### src/rtl/qspi_flash_burst_reader.sv
// rtl/qspi_flash_burst_reader.sv - burst reader for SPI NOR in READ, FAST READ or quad I/O mode
// Generates a gated SCLK so the byte stream can be stalled by out_ready.
module qspi_flash_burst_reader #(
  parameter int ADDR_W     = 24,
  parameter int LEN_W      = 8,
  parameter int SCLK_HALF  = 1,
  parameter int QUAD_DUMMY = 4,
  parameter int FAST_DUMMY = 8,
  parameter int CS_HIGH    = 4
) (
  input  logic              clk,
  input  logic              rstn,
  input  logic              start,
  input  logic [1:0]        mode,
  input  logic [ADDR_W-1:0] addr,
  input  logic [LEN_W-1:0]  len,
  input  logic              abort,
  output logic              busy,
  output logic [7:0]        out_data,
  output logic              out_valid,
  input  logic              out_ready,
  output logic              done,
  output logic              sclk,
  output logic              cs_n,
  output logic [3:0]        io_out,
  output logic [3:0]        io_oe,
  input  logic [3:0]        io_in
);

  localparam int SH_W  = 8 + ADDR_W;
  localparam int DIV_W = (SCLK_HALF > 1) ? $clog2(SCLK_HALF) : 1;
  localparam int CH_W  = $clog2(CS_HIGH + 2);
  localparam int CNT_W = 16;
  localparam logic [DIV_W-1:0] DIV_MAX = DIV_W'(SCLK_HALF - 1);
  localparam logic [CH_W-1:0]  CH_INIT = CH_W'(CS_HIGH);

  typedef enum logic [2:0] {S_IDLE, S_CMD, S_ADDR, S_DUMMY, S_DATA, S_END} state_t;

  state_t            state_q, state_d;
  logic [1:0]        mode_q, mode_d;
  logic [LEN_W:0]    bytes_q, bytes_d;
  logic [SH_W-1:0]   sh_q, sh_d;
  logic [7:0]        rx_q, rx_d;
  logic [CNT_W-1:0]  cnt_q, cnt_d;
  logic [DIV_W-1:0]  div_q, div_d;
  logic              sclk_q, sclk_d;
  logic [CH_W-1:0]   ch_q, ch_d;
  logic [7:0]        out_data_q, out_data_d;
  logic              out_valid_q, out_valid_d;
  logic              done_q, done_d;
  logic              abort_q, abort_d;
  logic              fin_q, fin_d;

  logic              tick, rise, fall, abort_any;
  logic [1:0]        mode_eff;
  logic [CNT_W-1:0]  data_top;

  function automatic logic [7:0] opcode_for(input logic [1:0] m);
    case (m)
      2'd1:    return (ADDR_W == 32) ? 8'h0C : 8'h0B;
      2'd2:    return (ADDR_W == 32) ? 8'hEC : 8'hEB;
      default: return (ADDR_W == 32) ? 8'h13 : 8'h03;
    endcase
  endfunction

  always_ff @(posedge clk) begin
    if (!rstn) begin
      state_q     <= S_IDLE;
      mode_q      <= 2'd0;
      bytes_q     <= '0;
      sh_q        <= '1;
      rx_q        <= 8'h00;
      cnt_q       <= '0;
      div_q       <= '0;
      sclk_q      <= 1'b0;
      ch_q        <= CH_INIT;
      out_data_q  <= 8'h00;
      out_valid_q <= 1'b0;
      done_q      <= 1'b0;
      abort_q     <= 1'b0;
      fin_q       <= 1'b0;
    end else begin
      state_q     <= state_d;
      mode_q      <= mode_d;
      bytes_q     <= bytes_d;
      sh_q        <= sh_d;
      rx_q        <= rx_d;
      cnt_q       <= cnt_d;
      div_q       <= div_d;
      sclk_q      <= sclk_d;
      ch_q        <= ch_d;
      out_data_q  <= out_data_d;
      out_valid_q <= out_valid_d;
      done_q      <= done_d;
      abort_q     <= abort_d;
      fin_q       <= fin_d;
    end
  end

  always_comb begin
    state_d     = state_q;
    mode_d      = mode_q;
    bytes_d     = bytes_q;
    sh_d        = sh_q;
    rx_d        = rx_q;
    cnt_d       = cnt_q;
    div_d       = div_q;
    sclk_d      = sclk_q;
    ch_d        = ch_q;
    out_data_d  = out_data_q;
    out_valid_d = out_valid_q & ~out_ready;
    done_d      = 1'b0;
    abort_d     = abort_q | (abort & (state_q != S_IDLE));
    fin_d       = fin_q;
    tick        = 1'b0;
    rise        = 1'b0;
    fall        = 1'b0;
    abort_any   = abort | abort_q;
    mode_eff    = (mode == 2'd3) ? 2'd0 : mode;
    data_top    = (mode_q == 2'd2) ? CNT_W'(1) : CNT_W'(7);

    if (state_q inside {S_CMD, S_ADDR, S_DUMMY, S_DATA}) begin
      tick  = (div_q == DIV_MAX);
      div_d = tick ? '0 : div_q + 1'b1;
      // Hold SCLK low ahead of the rising edge that would complete a byte with nowhere to go.
      if (tick && !sclk_q && state_q == S_DATA && cnt_q == '0 && out_valid_q && !out_ready) begin
        tick  = 1'b0;
        div_d = div_q;
      end
      rise = tick & ~sclk_q;
      fall = tick & sclk_q;
      if (tick) sclk_d = ~sclk_q;
    end

    case (state_q)
      S_IDLE: begin
        abort_d = 1'b0;
        fin_d   = 1'b0;
        if (ch_q != '0) ch_d = ch_q - 1'b1;
        if (start && ch_q == '0 && !done_q) begin
          state_d = S_CMD;
          mode_d  = mode_eff;
          bytes_d = {1'b0, len};
          sh_d    = {opcode_for(mode_eff), addr};
          cnt_d   = CNT_W'(7);
          div_d   = '0;
          sclk_d  = 1'b0;
        end
      end
      S_CMD: begin
        if (fall) begin
          sh_d = {sh_q[SH_W-2:0], 1'b1};
          if (cnt_q == '0) begin
            state_d = S_ADDR;
            cnt_d   = (mode_q == 2'd2) ? CNT_W'(ADDR_W / 4 + 1) : CNT_W'(ADDR_W - 1);
          end else begin
            cnt_d = cnt_q - 1'b1;
          end
        end
      end
      S_ADDR: begin
        if (fall) begin
          // Ones shifted in behind the quad address form the 0xFF mode byte.
          if (mode_q == 2'd2) sh_d = {sh_q[SH_W-5:0], 4'hF};
          else                sh_d = {sh_q[SH_W-2:0], 1'b1};
          if (cnt_q == '0) begin
            if (mode_q == 2'd1 && FAST_DUMMY > 0) begin
              state_d = S_DUMMY;
              cnt_d   = CNT_W'(FAST_DUMMY - 1);
            end else if (mode_q == 2'd2 && QUAD_DUMMY > 0) begin
              state_d = S_DUMMY;
              cnt_d   = CNT_W'(QUAD_DUMMY - 1);
            end else begin
              state_d = S_DATA;
              cnt_d   = data_top;
            end
          end else begin
            cnt_d = cnt_q - 1'b1;
          end
        end
      end
      S_DUMMY: begin
        if (fall) begin
          if (cnt_q == '0) begin
            state_d = S_DATA;
            cnt_d   = data_top;
          end else begin
            cnt_d = cnt_q - 1'b1;
          end
        end
      end
      S_DATA: begin
        if (rise) begin
          rx_d = (mode_q == 2'd2) ? {rx_q[3:0], io_in} : {rx_q[6:0], io_in[1]};
          if (cnt_q == '0) begin
            out_data_d  = rx_d;
            out_valid_d = 1'b1;
            if (bytes_q == '0 || abort_any) fin_d = 1'b1;
            else                            bytes_d = bytes_q - 1'b1;
          end
        end
        if (fall) begin
          if (fin_q)               state_d = S_END;
          else if (cnt_q == '0)    cnt_d = data_top;
          else                     cnt_d = cnt_q - 1'b1;
        end
      end
      S_END: begin
        if (ch_q != '0) begin
          ch_d = ch_q - 1'b1;
        end else if (!out_valid_q) begin
          state_d = S_IDLE;
          done_d  = 1'b1;
        end
      end
      default: state_d = S_IDLE;
    endcase

    if (state_q inside {S_CMD, S_ADDR, S_DUMMY} && abort_any && (!sclk_q || fall)) begin
      state_d = S_END;
    end

    if (state_d == S_END && state_q != S_END) begin
      ch_d   = CH_INIT;
      sclk_d = 1'b0;
      div_d  = '0;
    end
  end

  always_comb begin
    io_oe  = 4'h0;
    io_out = 4'hF;
    case (state_q)
      S_CMD: begin
        io_oe  = 4'b0001;
        io_out = {3'b111, sh_q[SH_W-1]};
      end
      S_ADDR: begin
        if (mode_q == 2'd2) begin
          io_oe  = 4'hF;
          io_out = sh_q[SH_W-1 -: 4];
        end else begin
          io_oe  = 4'b0001;
          io_out = {3'b111, sh_q[SH_W-1]};
        end
      end
      default: ;
    endcase
  end

  assign busy      = (state_q != S_IDLE);
  assign cs_n      = (state_q == S_IDLE) || (state_q == S_END);
  assign sclk      = sclk_q;
  assign out_data  = out_data_q;
  assign out_valid = out_valid_q;
  assign done      = done_q;

endmodule

### config.mk
export PLATFORM = sky130hd
export DESIGN_NAME = qspi_flash_burst_reader
export DESIGN_NICKNAME = d
export VERILOG_FILES = /design/src/rtl/qspi_flash_burst_reader.sv
export SDC_FILE = /design/constraint.sdc
export NUM_CORES = 1
export LEC_CHECK = 0
export ABC_AREA = 1
export BUFFER_PORTS_ARGS = -buffer_cell sky130_fd_sc_hd__buf_4
export CORE_ASPECT_RATIO = 0.8
export CORE_MARGIN = 2
export CORE_UTILIZATION = 45
export CTS_CLUSTER_SIZE = 16
export DETAILED_ROUTE_END_ITERATION = 10
export SYNTH_ARGS = -nofsm -noshare
export SYNTH_HDL_FRONTEND = slang
export SYNTH_SLANG_ARGS = --single-unit
### constraint.sdc
create_clock -name clk -period 3.5 [get_ports clk]
set_clock_uncertainty 0.05 [all_clocks]
set_input_delay 0.35 -clock clk [delete_from_list [all_inputs] [get_ports clk]]
set_output_delay 0.35 -clock clk [all_outputs]
set_load 0.01 [all_outputs]
Word-level counts from Yosys, hierarchy flattened --
Cells that the tools add are included.
Word-level totals: bits in registers 86, logic and storage cells 157, bits of input ports 43, output and inout port bits 21
Operators by class: equality and inequality tests 22, bitwise operators 11, reduce and logical (&&, ||, !) cells 39, mux-type cells 67, $add $sub $neg 4
Operators by type and width (number):
- $mux 16 | 9
- $mux 32 | 4
- $pmux 32 s3 | 1
- $pmux 16 s5 | 1
- $mux 3 | 17
- $mux 9 | 4
- $mux 1 | 20
- $pmux 3 s6 | 1
- $pmux 9 s2 | 1
- $logic_not 16->1 | 1
- $ne 2x2->1 const B | 8
- $pmux 4 s2 | 2
- $pmux 8 s2 | 1
- $sub 16x1->16 const B | 1
- $reduce_bool 3->1 | 4
- $logic_and 1x1->1 | 10
- $eq 3x3->1 const B | 3
- $logic_not 9->1 | 1
- $sub 9x1->9 const B | 1
- $mux 4 | 2
- $mux 8 | 1
- $reduce_and 4->1 | 2
- $reduce_and 7->1 | 1
- $eq 2x2->1 const B | 3
- other kinds (24) | 44

Logic depth before layout (Yosys ltp) --
Gate-level depths: netlist (run 1).
depth in word-level cells 16, mapped depth 20, gate-level depth less buffers 20

Worst setup path after synthesis (run 1) --
OpenSTA, ideal clock, no wires.
path type register to register, start register cnt_q[0], end register sh_q[18], arrival 2.325 ns, setup time 0.123 ns, clock period less this slack 2.498 ns, path slack 1.002 ns, required time 3.327 ns, buffers on the path 1, cell stages (with the launch flop) 17, cell sequence dfxtp_1 -> inv_1 -> ha_1 -> nand2_1 -> nor2_2 -> nand3_2 -> inv_1 -> a31o_2 -> inv_1 -> ha_1 -> a21oi_1 -> a21oi_4 -> nand2_2 -> inv_2 -> buf_2 -> a21oi_1 -> o21ai_0
Between the ends: longest elaborated chain between the ends 10, elaborated cells between the ends (all ways) 11, those cells by class eq/ne (2); mux (3); bitwise (1); reduce/logical (5)
Ends and longest elaborated chain:
- start: declaration | RTL line 44 | logic [CNT_W-1:0] cnt_q, cnt_d;
- start signal: assignment | RTL line 88 | cnt_q <= cnt_d;
- $logic_not 16->1 * | RTL line 126 | if (tick && !sclk_q && state_q == S_DATA && cnt_q == '0 && out_valid_q && !out_ready) begin
- $logic_and 1x1->1 * (3 in a row) | RTL line 126
- $mux 1 * | RTL line 126
- $mux 1 * | RTL line 122 | if (state_q inside {S_CMD, S_ADDR, S_DUMMY, S_DATA}) begin
- $and 1x1->1 * | RTL line 131 | fall = tick & sclk_q;
- $mux 1 * | RTL line 122
- $ne 2x2->1 (no line)
- $reduce_and 4->1 (no line) *
- end signal: assignment | RTL line 71 | sh_q <= '1;
- end signal: assignment | RTL line 86 | sh_q <= sh_d;
- end: declaration | RTL line 42 | logic [SH_W-1:0] sh_q, sh_d;
Every way passes the cells marked *; elsewhere a longest branch is shown, timed or not. The select of a mux whose other input is x is not followed. A chain may end at the register's enable or synchronous reset.

Worst setup path after layout (run 1) --
start register cnt_q[0], end register sh_q[11]
The elaborated chain is that of the path after synthesis.

==> results list, run 1 <==
- The flow ran to the end, and the final reports show no timing, DRC or antenna violations.
- Measured against its own limit, the worst slew margin works out to roughly a fifth.
- Setup-failing EPs final: 0
- The total overflow left after global routing is 0.
* Avg Inst Size Synth: just under 7 um^2
- Sorting the synthesized cells by how often they occur yields sky130_fd_sc_hd__nand2_1 (135), sky130_fd_sc_hd__inv_1 (89), sky130_fd_sc_hd__dfxtp_1 (86).
- Walking the worst path, the cells encountered are inv_1 > ha_1 > nand2_1 > nor2_2 > nand3_2 > inv_1 > a31o_2 > inv_1 > ha_1 > a21oi_1 > a21oi_4 > nand2_2 > inv_2 > nand4_1 > o21ai_1 > nand2_1.
- Max capacitance violation total: 0
- After filler insertion, the fill cell instance count of the layout stands at 1061.
* Share of Yosys cell area claimed by the top area cell type: ~37%
- Deepest clock path buffer count: 2
* Switching share of power: between 40% and 50%
* Post-route cell area: between 5000 and 6000 um^2
* Row count: 33
* Clock buffers created by TritonCTS: 9
- Buffers inserted to repair hold after CTS numbered 0.
- After synthesis, the cell types taking the most area are sky130_fd_sc_hd__dfxtp_1 (37%), sky130_fd_sc_hd__nand2_1 (11%), sky130_fd_sc_hd__inv_1 (7.2%), sky130_fd_sc_hd__a21oi_1 (7.0%), sky130_fd_sc_hd__nor2_1 (5.5%).
- The max-slew violation count came to 0.
- Wire length of the first global-routing pass: 19900 um
* Clock period minus worst slack: approximately 2900 ps
* Routed length per instance: approximately 14 um
- At the end of routability-driven placement, the weighted congestion stood at around 0.85.
* Combinational group share of total power: between 40% and 50%
* Final ANT Viol Nets: 0
* CP endpoint kind: flip-flop
- Worst hold path class: in2reg
- In the global route stage, overall resource usage came out at 22.2%.
* Final std cells w/o fill: 871
- Along the worst path, the maximum fanout reaches 30.
- Once placement completed, the tool counted placed cells totaling 856.
- Leakage component of the power: between 2 and 3 nW
- Drt first-iter violations: 350
- At the pin with the least slew margin, the transition time is ~1200 ps.
- P_sw: 0.00220 W
- The initial utilization of the core area, before any placement, comes to 45.8%.
- In this run the standard cell core region covers slightly above 10000 um^2.
* Number of instances resized during post-cts repair: 0
* Placed Area: 5220 um^2
* Antenna violations before repair: 0
- Total power density per cell area: between 800 and 900 nW/um^2
* Final HPWL from detailed placement: between 8000 and 9000 um
- Worst EP required: 3670 ps
* Final cell utilization of the core: a little over half
- Count of final hold-check violations: 0
* Most Frequent Cell on Critical Path: sky130_fd_sc_hd__inv_1
* Number of register bits inferred by synthesis: between 80 and 90
- The Yosys step of the flow raised 0 warnings.
- For this block, the routed nets add up to between 10000 and 15000 um of wire.
- Total nets after synthesis: between 700 and 800
* Internal power: around 0.0028 W
- For this run, the post-layout net count is ~780.
- Fmax: between 300 and 400 MHz
- The most used flip-flop cell after synthesis is sky130_fd_sc_hd__dfxtp_1.
* Clock H-tree levels: 3
* Count of vias placed by the detailed router: around 4.5k
- Die Area: 11200 um^2
- In this run the clock root is driven by a sky130_fd_sc_hd__clkbuf_16.
- After detailed routing, the number of remaining DRC violations is 0.
- Type of the worst setup path: reg2reg
- Compared with the post-synthesis result, the final layout area differs by 19.4%.
- Register area share after synthesis: 37.0%
* Startpoint Class: flip-flop
- Height of the chip: between 90 and 100 um
- Clk pin slew, worst setup/hold paths: 60 ps
* Top Ports: 64
- Share of power burned in registers: 29.0%
* First-pass iteration count of the detailed router: 5
* Master of the slowest instance on the critical path: sky130_fd_sc_hd__inv_2
- Cell class contributing the biggest share of worst-path delay: simple AND/OR/NAND/NOR gates
* Area of the mapped netlist: 4650 um^2
- Of all cell types, the one taking the most synthesized area is sky130_fd_sc_hd__dfxtp_1.
* Clk pwr share: between 20% and 30%
- Final cycle utilization of the critical path: 83.5%
- Unrepaired setup endpoints after global routing: false
* Unique cell type count in the Yosys netlist: a little over 40
- Worst-Skew Late Latency: ~340 ps
- Count of buffer and inverter cells on the critical path: 4
* CTS tree: done
- Number of buffers added on ports: 63
* Total clock sinks: 86
- Vias in the first global route: a little over 4k
- 0 antenna diodes ended up in the layout.
- Post-synth EDFFs: 0
* VDD IR-drop max: about 0.45 mV
- Die span in x: 118 um
- Synthesis produced a netlist whose cell count is 675.
- Stage delay of the slowest cell on the critical path: around 360 ps
* Setup TNS: 0 ps
* Number of buffers inserted by post-CTS setup repair: 0
- Entering global routing, the biggest net connects 42 pins.
- Most used standard cell by instance count after synthesis: sky130_fd_sc_hd__nand2_1
- In the final layout, the share of cells above drive strength 1 is between 15 and 20%.
- Dividing the detail-routed via count by the number of cells gives a little over 5.
- Asr flop ratio synth: 0%
* Arrival time of the worst setup path: around 3100 ps
per-stage QoR:
stage / worst slack (ps) / hold slack, ps / total power (W)
floorplan: 1000 / 374 / 0.00330
global placement: 784 / 383 / 0.00385
detailed placement: 667 / 391 / 0.00389
CTS: 613 / 205 / 0.00500
global route: 286 / 218 / 0.00541
finish: 578 / 216 / 0.00498
metal layers:
layer | up-vias | global-route usage (%) | part of all wire, %
met4 | 0 | 6.73 | 1.2
met3 | 13 | 5.43 | 5.8
met2 | 120 | 33.4 | 42
met5 | - | 0 | 0
li1 | 2315 | - | -
met1 | 2068 | 31.4 | 51
state kept, by name (all words and copies together) (netlist names), 2 cells and up:
signal	flops
rx_q	7
ch_q	3
sh_q	32
mode_q	2
out_data	8
state_q	3
bytes_q	9
cnt_q	16
worst register-to-register path, cell delays in order (launching register included):
cell and delay, ps:
sky130_fd_sc_hd__dfxtp_1 310, sky130_fd_sc_hd__inv_1 70, sky130_fd_sc_hd__ha_1 250, sky130_fd_sc_hd__nand2_1 120
sky130_fd_sc_hd__nor2_2 80, sky130_fd_sc_hd__nand3_2 140, sky130_fd_sc_hd__inv_1 100, sky130_fd_sc_hd__a31o_2 200
sky130_fd_sc_hd__inv_1 80, sky130_fd_sc_hd__ha_1 280, sky130_fd_sc_hd__a21oi_1 110, sky130_fd_sc_hd__a21oi_4 220
sky130_fd_sc_hd__nand2_2 90, sky130_fd_sc_hd__inv_2 360, sky130_fd_sc_hd__nand4_1 170, sky130_fd_sc_hd__o21ai_1 110
sky130_fd_sc_hd__nand2_1 60
power by group through the flow:
stage               clock (W)  sequential [W]  combinational [W]
floorplan                   0         0.00142            0.00188
detailed placement          0         0.00146            0.00243
CTS                   0.00111         0.00144            0.00245
finish                0.00108         0.00144            0.00245
global route          0.00115         0.00148            0.00278
global placement            0         0.00146            0.00239
final cells by class:
type	count	area, um^2	share of cell area, %
Tap cell	140	175	3.16
Clock inverter	6	111	2.01
Clock buffer	9	225	4.06
Timing Repair Buffer	68	510	9.20
Multi-Input combinational cell	463	2430	43.8
Sequential cell	86	1720	31.0
Inverter	99	374	6.74
cell families (layout without fill, tap and decap cells):
kind of cell             after synthesis  in the layout  synth area share [%]
flip-flops                            86             86                  37.0
buffers and inverters                126            182                  10.7
AO/OA/AOI/OAI                        176            176                  22.3
AND/OR/NAND/NOR                      272            272                  26.4
XOR/XNOR                               6              6                  1.13
adder cells (fa/ha/maj)                9              9                  2.42
placed cells by master, fill, tap and decap left out, drive strengths merged, types with 2 or more instances in the layout:
cell	count
a221oi	12
xnor2	2
clkbuf	9
o221ai	2
nor3	8
o211ai	17
bufinv	3
or2	4
xor2	4
nand2	142
ha	9
nand4	8
nand3	30
a211oi	4
inv	99
dfxtp	86
nor3b	4
nor2	75
a21oi	66
clkinv	2
o21ai	69
buf	68
worst paths after layout:
check                                 start          end  cells past startpoint  slack [ps]
worst max-delay path               cnt_q[0]     sh_q[11]                     16         580
worst min-delay path                addr[0]      sh_q[0]                      3         220
worst max register to register     cnt_q[0]     sh_q[11]                     16         580
worst min register to register  out_data[2]  out_data[2]                      2         400
Note: power is estimated with default switching activity, not from simulation.
==> run 2, diff against run 1 <==
--- a/config.mk
+++ b/config.mk
@@ -5,13 +5,14 @@
 export SDC_FILE = /design/constraint.sdc
 export NUM_CORES = 1
 export LEC_CHECK = 0
-export ABC_AREA = 1
+export ABC_AREA = 0
 export BUFFER_PORTS_ARGS = -buffer_cell sky130_fd_sc_hd__buf_4
 export CORE_ASPECT_RATIO = 0.8
 export CORE_MARGIN = 2
 export CORE_UTILIZATION = 45
 export CTS_CLUSTER_SIZE = 16
 export DETAILED_ROUTE_END_ITERATION = 10
+export PLACE_DENSITY = 0.65
 export SYNTH_ARGS = -nofsm -noshare
 export SYNTH_HDL_FRONTEND = slang
 export SYNTH_SLANG_ARGS = --single-unit
==> constraint.sdc (replaced) <==
create_clock -name clk -period 2.9 [get_ports clk]
set_clock_uncertainty 0.05 [all_clocks]
set_input_delay 0.29 -clock clk [delete_from_list [all_inputs] [get_ports clk]]
set_output_delay 0.29 -clock clk [all_outputs]
set_load 0.01 [all_outputs]
==> results list, run 2 <==
- The count of max-cap constraint violations came to 0 (unchanged).
* Drt first-iter violations: 446 (was 350)
- The most frequent cell after synthesis was sky130_fd_sc_hd__dfxtp_1 (was sky130_fd_sc_hd__nand2_1).
- First-pass iteration count of the detailed router: 6 (was 5)
- The vertical extent of the die is 92.8 um (was 94.9 um).
- Switching share of power: 38.2% (was 44.2%)
* Leading area contributor after synthesis: sky130_fd_sc_hd__dfxtp_1 (unchanged)
* Max FFs per register: 32 (unchanged)
- Worst reg-to-reg path cell count: 12 (was 16)
- The weighted congestion reported at the end of routability-driven placement is 0.950 (was 0.849).
- Unique cell type count in the Yosys netlist: 60 (was 41)
* Count of vias placed by the detailed router: 4148 (was 4516)
- Number of cells on the worst hold path: 3 (unchanged)
- The critical path launch point type is a flip-flop (unchanged).
- Number of nets in the finished design: 647 (was 779)
- Total power density per cell area: 967 nW/um^2 (was 896 nW/um^2)
* Core footprint: 9610 um^2 (was 10200 um^2)
- Number of buffers added on ports: 63 (unchanged)
- Asr flop ratio synth: 0% (unchanged)
* Type of the worst setup path: reg2reg (unchanged)
- Final ANT Viol Nets: 0 (unchanged)
* Vias in the first global route: 3888 (was 4147)
- The count of mapped cells out of synthesis came to 528 (was 675).
* Detail-routed via count per cell: 5.77 (was 5.18)
- The arrival time of the worst setup path was 3080 ps (was 3090 ps).
- The actual transition at the worst max-transition pin came to 578 ps (was 1190 ps).
- The root buffer selected by CTS was sky130_fd_sc_hd__clkbuf_16 (unchanged).
- All-Layer GR Usage: 22.3% (was 22.2%)
- Clock period minus worst slack: 2900 ps (was 2920 ps)
- The synthesized cell area was 4440 um^2 (was 4650 um^2).
- Die Area: 10700 um^2 (was 11200 um^2)
- Number of antenna repair diodes: 0 (unchanged)
- The final critical-path share of the clock period was 100% (was 83.5%).
- The die extent in x was 115 um (was 118 um).
- Antenna violations before repair: 0 (unchanged)
- Share of Yosys cell area claimed by the top area cell type: 38.8% (was 37.0%)
- The flop and latch count out of synthesis is 86 (unchanged).
- Wirelength, routed: 11300 um (was 11900 um)
* Cells taking the most area after synthesis: sky130_fd_sc_hd__dfxtp_1 (39%), sky130_fd_sc_hd__o211ai_1 (6.1%), sky130_fd_sc_hd__a222oi_1 (5.2%), sky130_fd_sc_hd__nand2_1 (5.2%), sky130_fd_sc_hd__nor2_1 (4.7%) (was sky130_fd_sc_hd__dfxtp_1 (37%), sky130_fd_sc_hd__nand2_1 (11%), sky130_fd_sc_hd__inv_1 (7.2%), sky130_fd_sc_hd__a21oi_1 (7.0%), sky130_fd_sc_hd__nor2_1 (5.5%))
- Setup-failing EPs final: 1 (was 0)
* Routed length per instance: 15.7 um (was 13.6 um)
* Clk pwr share: 23.2% (was 21.7%)
- Clock buffers created by TritonCTS: 9 (unchanged)
- Final worst hold slack: 187 ps (was 216 ps)
- Total power after layout: 0.00540 W (was 0.00498 W)
- The number of endpoints with negative hold slack in the final report was 0 (unchanged).
- The global-route wire length before repair is 19200 um (was 19900 um).
* CTS tree: done (unchanged)
* Most common cell after layout, fill and taps aside: sky130_fd_sc_hd__buf_4 (was sky130_fd_sc_hd__nand2_1)
* CP endpoint kind: flip-flop (unchanged)
* Internal power: 0.00334 W (was 0.00277 W)
- The half-perimeter wire length of the detailed placement result was 7690 um (was 8510 um).
- The accumulated negative setup slack is -3.02 ps (was 0 ps).
* Worst relative slew slack: 61.5% (was 20.7%)
- The mean instance size in the synthesized netlist is 8.40 um^2 (was 6.89 um^2).
* Leakage component of the power: 2.35 nW (was 2.63 nW)
* Top_reg_cell synth: sky130_fd_sc_hd__dfxtp_1 (unchanged)
* Crit Path Max Fanout: 6 (was 30)
- The data required time of the critical path was 3080 ps (was 3670 ps).
- Top Registers: sh_q (32), cnt_q (16), bytes_q (9) (unchanged).
* Share of final-layout standard cells stronger than drive strength 1: 25.3% (was 17.4%)
- Final cell utilization of the core: 58.1% (was 54.7%)
* Worst-Skew Late Latency: 340 ps (about the same)
* Initial cell density of the core: 46.2% (was 45.8%)
- The count of flip-flops with a built-in enable after synthesis came to 0 (unchanged).
* Deepest clock path buffer count: 2 (unchanged)
- Largest net degree at the start of global routing: 51 (was 42)
* Worst hold path class: in2reg (unchanged)
- The power share of the sequential group is 30.1% (was 29.0%).
- Total nets after synthesis: 580 (was 727)
- Fmax: 344 MHz (was 342 MHz)
* Total clock sinks: 86 (unchanged)
- The max-slew violation count was 0 (unchanged).
- Top post-synthesis cells by count: sky130_fd_sc_hd__dfxtp_1 (86), sky130_fd_sc_hd__nand2_1 (61), sky130_fd_sc_hd__nor2_1 (56) (was sky130_fd_sc_hd__nand2_1 (135), sky130_fd_sc_hd__inv_1 (89), sky130_fd_sc_hd__dfxtp_1 (86))
- The register with the most flip-flops is sh_q (unchanged).
* Outcome: finished with violations (was finished clean)
- Register area share after synthesis: 38.8% (was 37.0%)
- The combinational share of power was 46.7% (was 49.3%).
* Global route overflow: 0 (unchanged)
- The layout overhead on the synthesized area is 25.8% (was 19.4%).
- Final worst-path setup slack: -3.02 ps (was 578 ps)
- The clock slew seen by the registers of the worst setup and hold paths was 60 ps (about the same).
* Top Ports: 64 (unchanged)
- The count of unresolved DRC violations after routing was 0 (unchanged).
- The final reports fail on negative setup slack.
* Row count: 32 (was 33)
- Count of warnings emitted by yosys: 0 (unchanged)
* Most frequent cells in the layout: sky130_fd_sc_hd__buf_4 (97), sky130_fd_sc_hd__dfxtp_1 (83), sky130_fd_sc_hd__nand2_1 (59), sky130_fd_sc_hd__nor2_1 (55), sky130_fd_sc_hd__o211ai_1 (36) (was sky130_fd_sc_hd__nand2_1 (135), sky130_fd_sc_hd__inv_1 (89), sky130_fd_sc_hd__dfxtp_1 (86), sky130_fd_sc_hd__nor2_1 (68), sky130_fd_sc_hd__buf_4 (68))
- Clock H-tree levels: 3 (unchanged)
* Unrepaired setup endpoints after global routing: true (was false)
- The worst-case vdd ir drop is 0.573 mV (was 0.445 mV).
- P_sw: 0.00206 W (was 0.00220 W)
## run 2: cell types whose count changed after synthesis, sizes merged, moves of 9 or more
cell / delta
inv: -82
nand2: -81
clkbuf: +20
a221oi: -9
a222oi: +23
nand3: -26
nor2: -19
a21oi: -44
nand2b: +12
o21ai: -48
o211ai: +19
mux2i: +12
## run 2: critical path, stage by stage, from the launching register on
cell and delay, ps:
sky130_fd_sc_hd__dfxtp_2 350, sky130_fd_sc_hd__inv_2 60, sky130_fd_sc_hd__ha_4 150, sky130_fd_sc_hd__or4b_4 210
sky130_fd_sc_hd__nor4_4 50, sky130_fd_sc_hd__a21oi_2 140, sky130_fd_sc_hd__ha_2 190, sky130_fd_sc_hd__or4b_4 460
sky130_fd_sc_hd__or4_4 480, sky130_fd_sc_hd__o21ai_4 250, sky130_fd_sc_hd__buf_6 140, sky130_fd_sc_hd__nand2_2 40
sky130_fd_sc_hd__a32o_1 220
## run 2: cells by family after synthesis
kind of cell | after synthesis | share of synthesized area, %
adders and majority gates | 9 | 2.54
AOI/OAI and AO/OA | 148 | 24.8
buffers and inverters | 63 | 5.81
muxes | 20 | 4.74
xor gates and xnor gates | 14 | 2.76
DFF | 86 | 38.8
and+or+nand+nor | 188 | 20.5
## run 2: timing repair
| item | in CTS | in global routing |
|---|---|---|
| gates cloned | 1 | 0 |
| pin swaps | 3 | 2 |
| setup endpoints to repair | 8 | 23 |
| hold endpoints to repair | 0 | 0 |
| buffers inserted | 3 | 2 |
| gates resized for setup | 7 | 7 |
| hold buffers | 0 | 0 |
## run 2: final cells by class
class | count | area (um^2)
fill | 857 | 4030
sequential | 86 | 1730
clock inverter | 5 | 82.6
multi-input combinational | 380 | 2540
inverter | 18 | 67.6
timing repair buffer | 100 | 771
clock buffer | 11 | 243
tap | 119 | 149
## run 2: final timing paths
kind | slack, ps | endpoint | start
worst max-delay path | -3 | bytes_q[6] | cnt_q[0]
worst min-delay path | 190 | abort_q | abort
worst max register to register | -3 | bytes_q[6] | cnt_q[0]
worst min register to register | 380 | bytes_q[8] | bytes_q[8]
## run 2: per-layer routing
metal / vias to the layer above / track usage [%] / routed length, um
li1: 2088 / - / -
met1: 1948 / 33.3 / 5680
met2: 102 / 32.7 / 4860
met3: 10 / 3.93 / 646
met4: 0 / 6.53 / 112
met5: - / 0 / 0
## run 2: power groups by stage
stage | clock network [W] | registers (W) | logic (W)
after floorplan | 0 | 0.00159 | 0.00172
after global placement | 0 | 0.00163 | 0.00228
after detailed placement | 0 | 0.00164 | 0.00232
after CTS | 0.00127 | 0.00162 | 0.00242
after global routing | 0.00133 | 0.00165 | 0.00279
final | 0.00125 | 0.00162 | 0.00252
## run 2: per-stage QoR
| step | std cells | worst slack [ps] | cell area (um^2) |
|---|---|---|---|
| 2_1_floorplan | 528 | -44.0 | 4510 |
| 6_report | 719 | -3.02 | 5580 |
| 5_1_grt | 719 | -115 | 5580 |
| 3_3_place_gp | 697 | -35.7 | 5160 |
| 4_1_cts | 717 | -10.1 | 5550 |
| 3_5_place_dp | 697 | -114 | 5160 |
==> run 3, diff against run 2 <==
--- a/config.mk
+++ b/config.mk
@@ -12,7 +12,7 @@
 export CORE_UTILIZATION = 45
 export CTS_CLUSTER_SIZE = 16
 export DETAILED_ROUTE_END_ITERATION = 10
-export PLACE_DENSITY = 0.65
+export PLACE_DENSITY_LB_ADDON = 0.08
 export SYNTH_ARGS = -nofsm -noshare
 export SYNTH_HDL_FRONTEND = slang
 export SYNTH_SLANG_ARGS = --single-unit
==> constraint.sdc (replaced) <==
create_clock -name clk -period 3.3 [get_ports clk]
set_clock_uncertainty 0.05 [all_clocks]
set_input_delay 0.33 -clock clk [delete_from_list [all_inputs] [get_ports clk]]
set_output_delay 0.33 -clock clk [all_outputs]
set_load 0.01 [all_outputs]
==> results list, run 3 (same netlist as run 2, synthesis figures left out) <==
- The ratio of routed vias to standard cells is 5.80 (was 5.77).
- The worst-case vdd ir drop is 0.501 mV (was 0.573 mV).
* Outcome: finished clean (was finished with violations)
* Routed length per instance: 15.8 um (was 15.7 um)
* Total power after layout: 0.00435 W (was 0.00540 W)
* Number of antenna repair diodes: 0 (unchanged)
- Final cycle utilization of the critical path: 95.9% (was 100%)
- Vias in the first global route: 3745 (was 3888)
- Worst reg-to-reg path cell count: 12 (unchanged)
- The vertical extent of the die came to 92.8 um (unchanged).
- Clock H-tree levels: 3 (unchanged)
- CP endpoint kind: flip-flop (unchanged)
- The count of port buffers added during placement is 63 (unchanged).
- The count of max-cap constraint violations came to 0 (unchanged).
- Antenna violations before repair: 0 (unchanged)
* CTS tree: done (unchanged)
* Endpoint, Worst Hold: abort_q (unchanged)
- Top Registers: sh_q (32), cnt_q (16), bytes_q (9) (unchanged).
* Global route overflow: 0 (unchanged)
- The number of hold buffers added after cts was 0 (unchanged).
* Die span in x: 115 um (unchanged)
* Worst slack at placement: -64.3 ps (was -114 ps)
* Slew at the pin closest to its max-slew limit: 611 ps (was 578 ps)
* Most frequent cells in the layout: sky130_fd_sc_hd__dfxtp_1 (86), sky130_fd_sc_hd__buf_4 (81), sky130_fd_sc_hd__nand2_1 (60), sky130_fd_sc_hd__nor2_1 (55), sky130_fd_sc_hd__o211ai_1 (36) (was sky130_fd_sc_hd__buf_4 (97), sky130_fd_sc_hd__dfxtp_1 (83), sky130_fd_sc_hd__nand2_1 (59), sky130_fd_sc_hd__nor2_1 (55), sky130_fd_sc_hd__o211ai_1 (36))
* Core footprint: 9610 um^2 (unchanged)
* Top register by number of flip-flops: sh_q (unchanged)
- Top Ports: 64 (unchanged)
- The number of buffers added by the clock tree synthesis step was 9 (unchanged).
* Initial cell density of the core: 46.2% (unchanged)
- Count of vias placed by the detailed router: 4064 (was 4148)
- Worst-Skew Late Latency: 330 ps (was 340 ps)
* Count of final hold-check violations: 0 (unchanged)
- The layout overhead on the synthesized area is 20.6% (was 25.8%).
- Final cell utilization of the core: 55.7% (was 58.1%)
* # fillers: 891 (was 857)
- Number of nets in the finished design: 630 (was 647)
- Start of the worst register-to-register path: cnt_q[0] (unchanged)
* Wirelength, routed: 11100 um (was 11300 um)
- The number of DRC markers after the initial detailed-route iteration is 446 (unchanged).
* Setup slack of the worst register-to-register path: 130 ps (was -3 ps)
* End of the worst register-to-register path: bytes_q[5] (was bytes_q[6])
- The count of antenna-violating nets left after detailed routing was 0 (unchanged).
- Number of DRC violations after detailed routing: 0 (unchanged)
- Slew Viols, Final: 0 (unchanged)
- Largest net degree at the start of global routing: 52 (was 51)
- The clock slew seen by the registers of the worst setup and hold paths came to 60 ps (about the same).
- The peak fanout along the critical path came to 13 (was 6).
- The fraction of final layout cells with drive strength greater than 1 is 21.3% (was 25.3%).
- The total track usage was 21.6% (was 22.3%).
- Most common cell after layout, fill and taps aside: sky130_fd_sc_hd__dfxtp_1 (was sky130_fd_sc_hd__buf_4)
- The number of instances on the worst hold path is 3 (unchanged).
- The final worst setup slack is 135 ps (was -3.02 ps).
- Worst relative slew slack: 59.2% (was 61.5%)
- Deepest clock path buffer count: 2 (unchanged)
* Final HPWL from detailed placement: 7490 um (was 7690 um)
- Row count: 32 (unchanged)
- Startpoint of the tightest hold check path: abort (unchanged)
- The global-route wire length before repair came to 18500 um (was 19200 um).
* Worst hold path class: in2reg (unchanged)
* Clock period minus worst slack: 3170 ps (was 2900 ps)
- Total power density per cell area: 813 nW/um^2 (was 967 nW/um^2)
* Leakage component of the power: 2.23 nW (was 2.35 nW)
* Die Area: 10700 um^2 (unchanged)
- The class of the most critical setup path is reg2reg (unchanged).
- Arrival time of the worst setup path: 3350 ps (was 3080 ps)
* First-pass iteration count of the detailed router: 7 (was 6)
- Max FFs per register: 32 (unchanged)
- Root Driver: sky130_fd_sc_hd__clkbuf_16 (unchanged)
* Worst EP required: 3480 ps (was 3080 ps)
* Total clock sinks: 86 (unchanged)
* Setup-failing EPs final: 0 (was 1)
- Startpoint Class: flip-flop (unchanged)
- Fmax: 316 MHz (was 344 MHz)
* RD Place Congestion: 0.827 (was 0.950)
[run 3: cell count changes in the layout (fill, tap and decap cells not counted), moves of 3 or more]
cell	previous run	this run
sky130_fd_sc_hd__o21ai_0	15	18
sky130_fd_sc_hd__dfxtp_2	3	0
sky130_fd_sc_hd__buf_4	97	81
sky130_fd_sc_hd__dfxtp_1	83	86
sky130_fd_sc_hd__o21ai_1	4	0
[run 3: layer usage]
metal,GRT usage [%],routed length (um),vias to the layer above
met4,5.92,102,0
met1,32.2,5680,1898
met5,0,0,-
met3,4.84,645,13
li1,-,-,2046
met2,30.8,4650,107
[run 3: final cells by class]
| type | count | area [um^2] | share of cell area (%) |
|---|---|---|---|
| tap | 119 | 149 | 2.78 |
| clock inverter | 4 | 25.0 | 0.468 |
| timing repair buffer | 84 | 668 | 12.5 |
| clock buffer | 11 | 233 | 4.35 |
| inverter | 18 | 67.6 | 1.26 |
| sequential | 86 | 1720 | 32.2 |
| multi-input combinational | 379 | 2480 | 46.5 |
[run 3: power by group]
part	internal [W]	switching [W]
logic	0.000876	0.00115
clock network	0.000503	0.000396
registers	0.00125	0.000171
[run 3: critical path, cell delays in order, from the launching register on]
cell and delay, ps:
sky130_fd_sc_hd__dfxtp_1 360, sky130_fd_sc_hd__inv_1 60, sky130_fd_sc_hd__ha_1 210, sky130_fd_sc_hd__or4b_2 260, sky130_fd_sc_hd__nor4_4 70, sky130_fd_sc_hd__a21oi_2 170
sky130_fd_sc_hd__ha_1 170, sky130_fd_sc_hd__or4b_2 600, sky130_fd_sc_hd__or4_4 460, sky130_fd_sc_hd__o21ai_4 160, sky130_fd_sc_hd__buf_12 150, sky130_fd_sc_hd__o21ai_0 90
sky130_fd_sc_hd__a32o_1 260
[run 3: worst max path at each step]
stage | start | endpoint | slack (ps) | cells past startpoint
2_1_floorplan | state_q[1] | bytes_q[6] | 3 | 13
3_3_place_gp | cnt_q[0] | bytes_q[5] | 50 | 11
3_5_place_dp | cnt_q[0] | bytes_q[5] | -60 | 11
4_1_cts | cnt_q[0] | cnt_q[4] | 60 | 11
5_1_grt | cnt_q[1] | cnt_q[5] | -9 | 10
6_report | cnt_q[0] | bytes_q[5] | 130 | 12
[run 3: metrics by stage]
| step | cells | instance area, um^2 | hold WS [ps] | TNS (ps) |
|---|---|---|---|---|
| finish | 701 | 5350 | 219 | 0 |
| global route | 701 | 5350 | 249 | -27.6 |
| CTS | 701 | 5330 | 215 | 0 |
| detailed placement | 683 | 5030 | 385 | -206 |
| global placement | 683 | 5030 | 370 | 0 |
| floorplan | 528 | 4440 | 357 | 0 |
[run 3: what timing repair did]
item / CTS / global route
setup buffers: 3 / 0
endpoints found under the hold margin: 0 / 0
setup endpoints to repair: 5 / 52
pin swaps: 1 / 0
gates resized for setup: 1 / 4
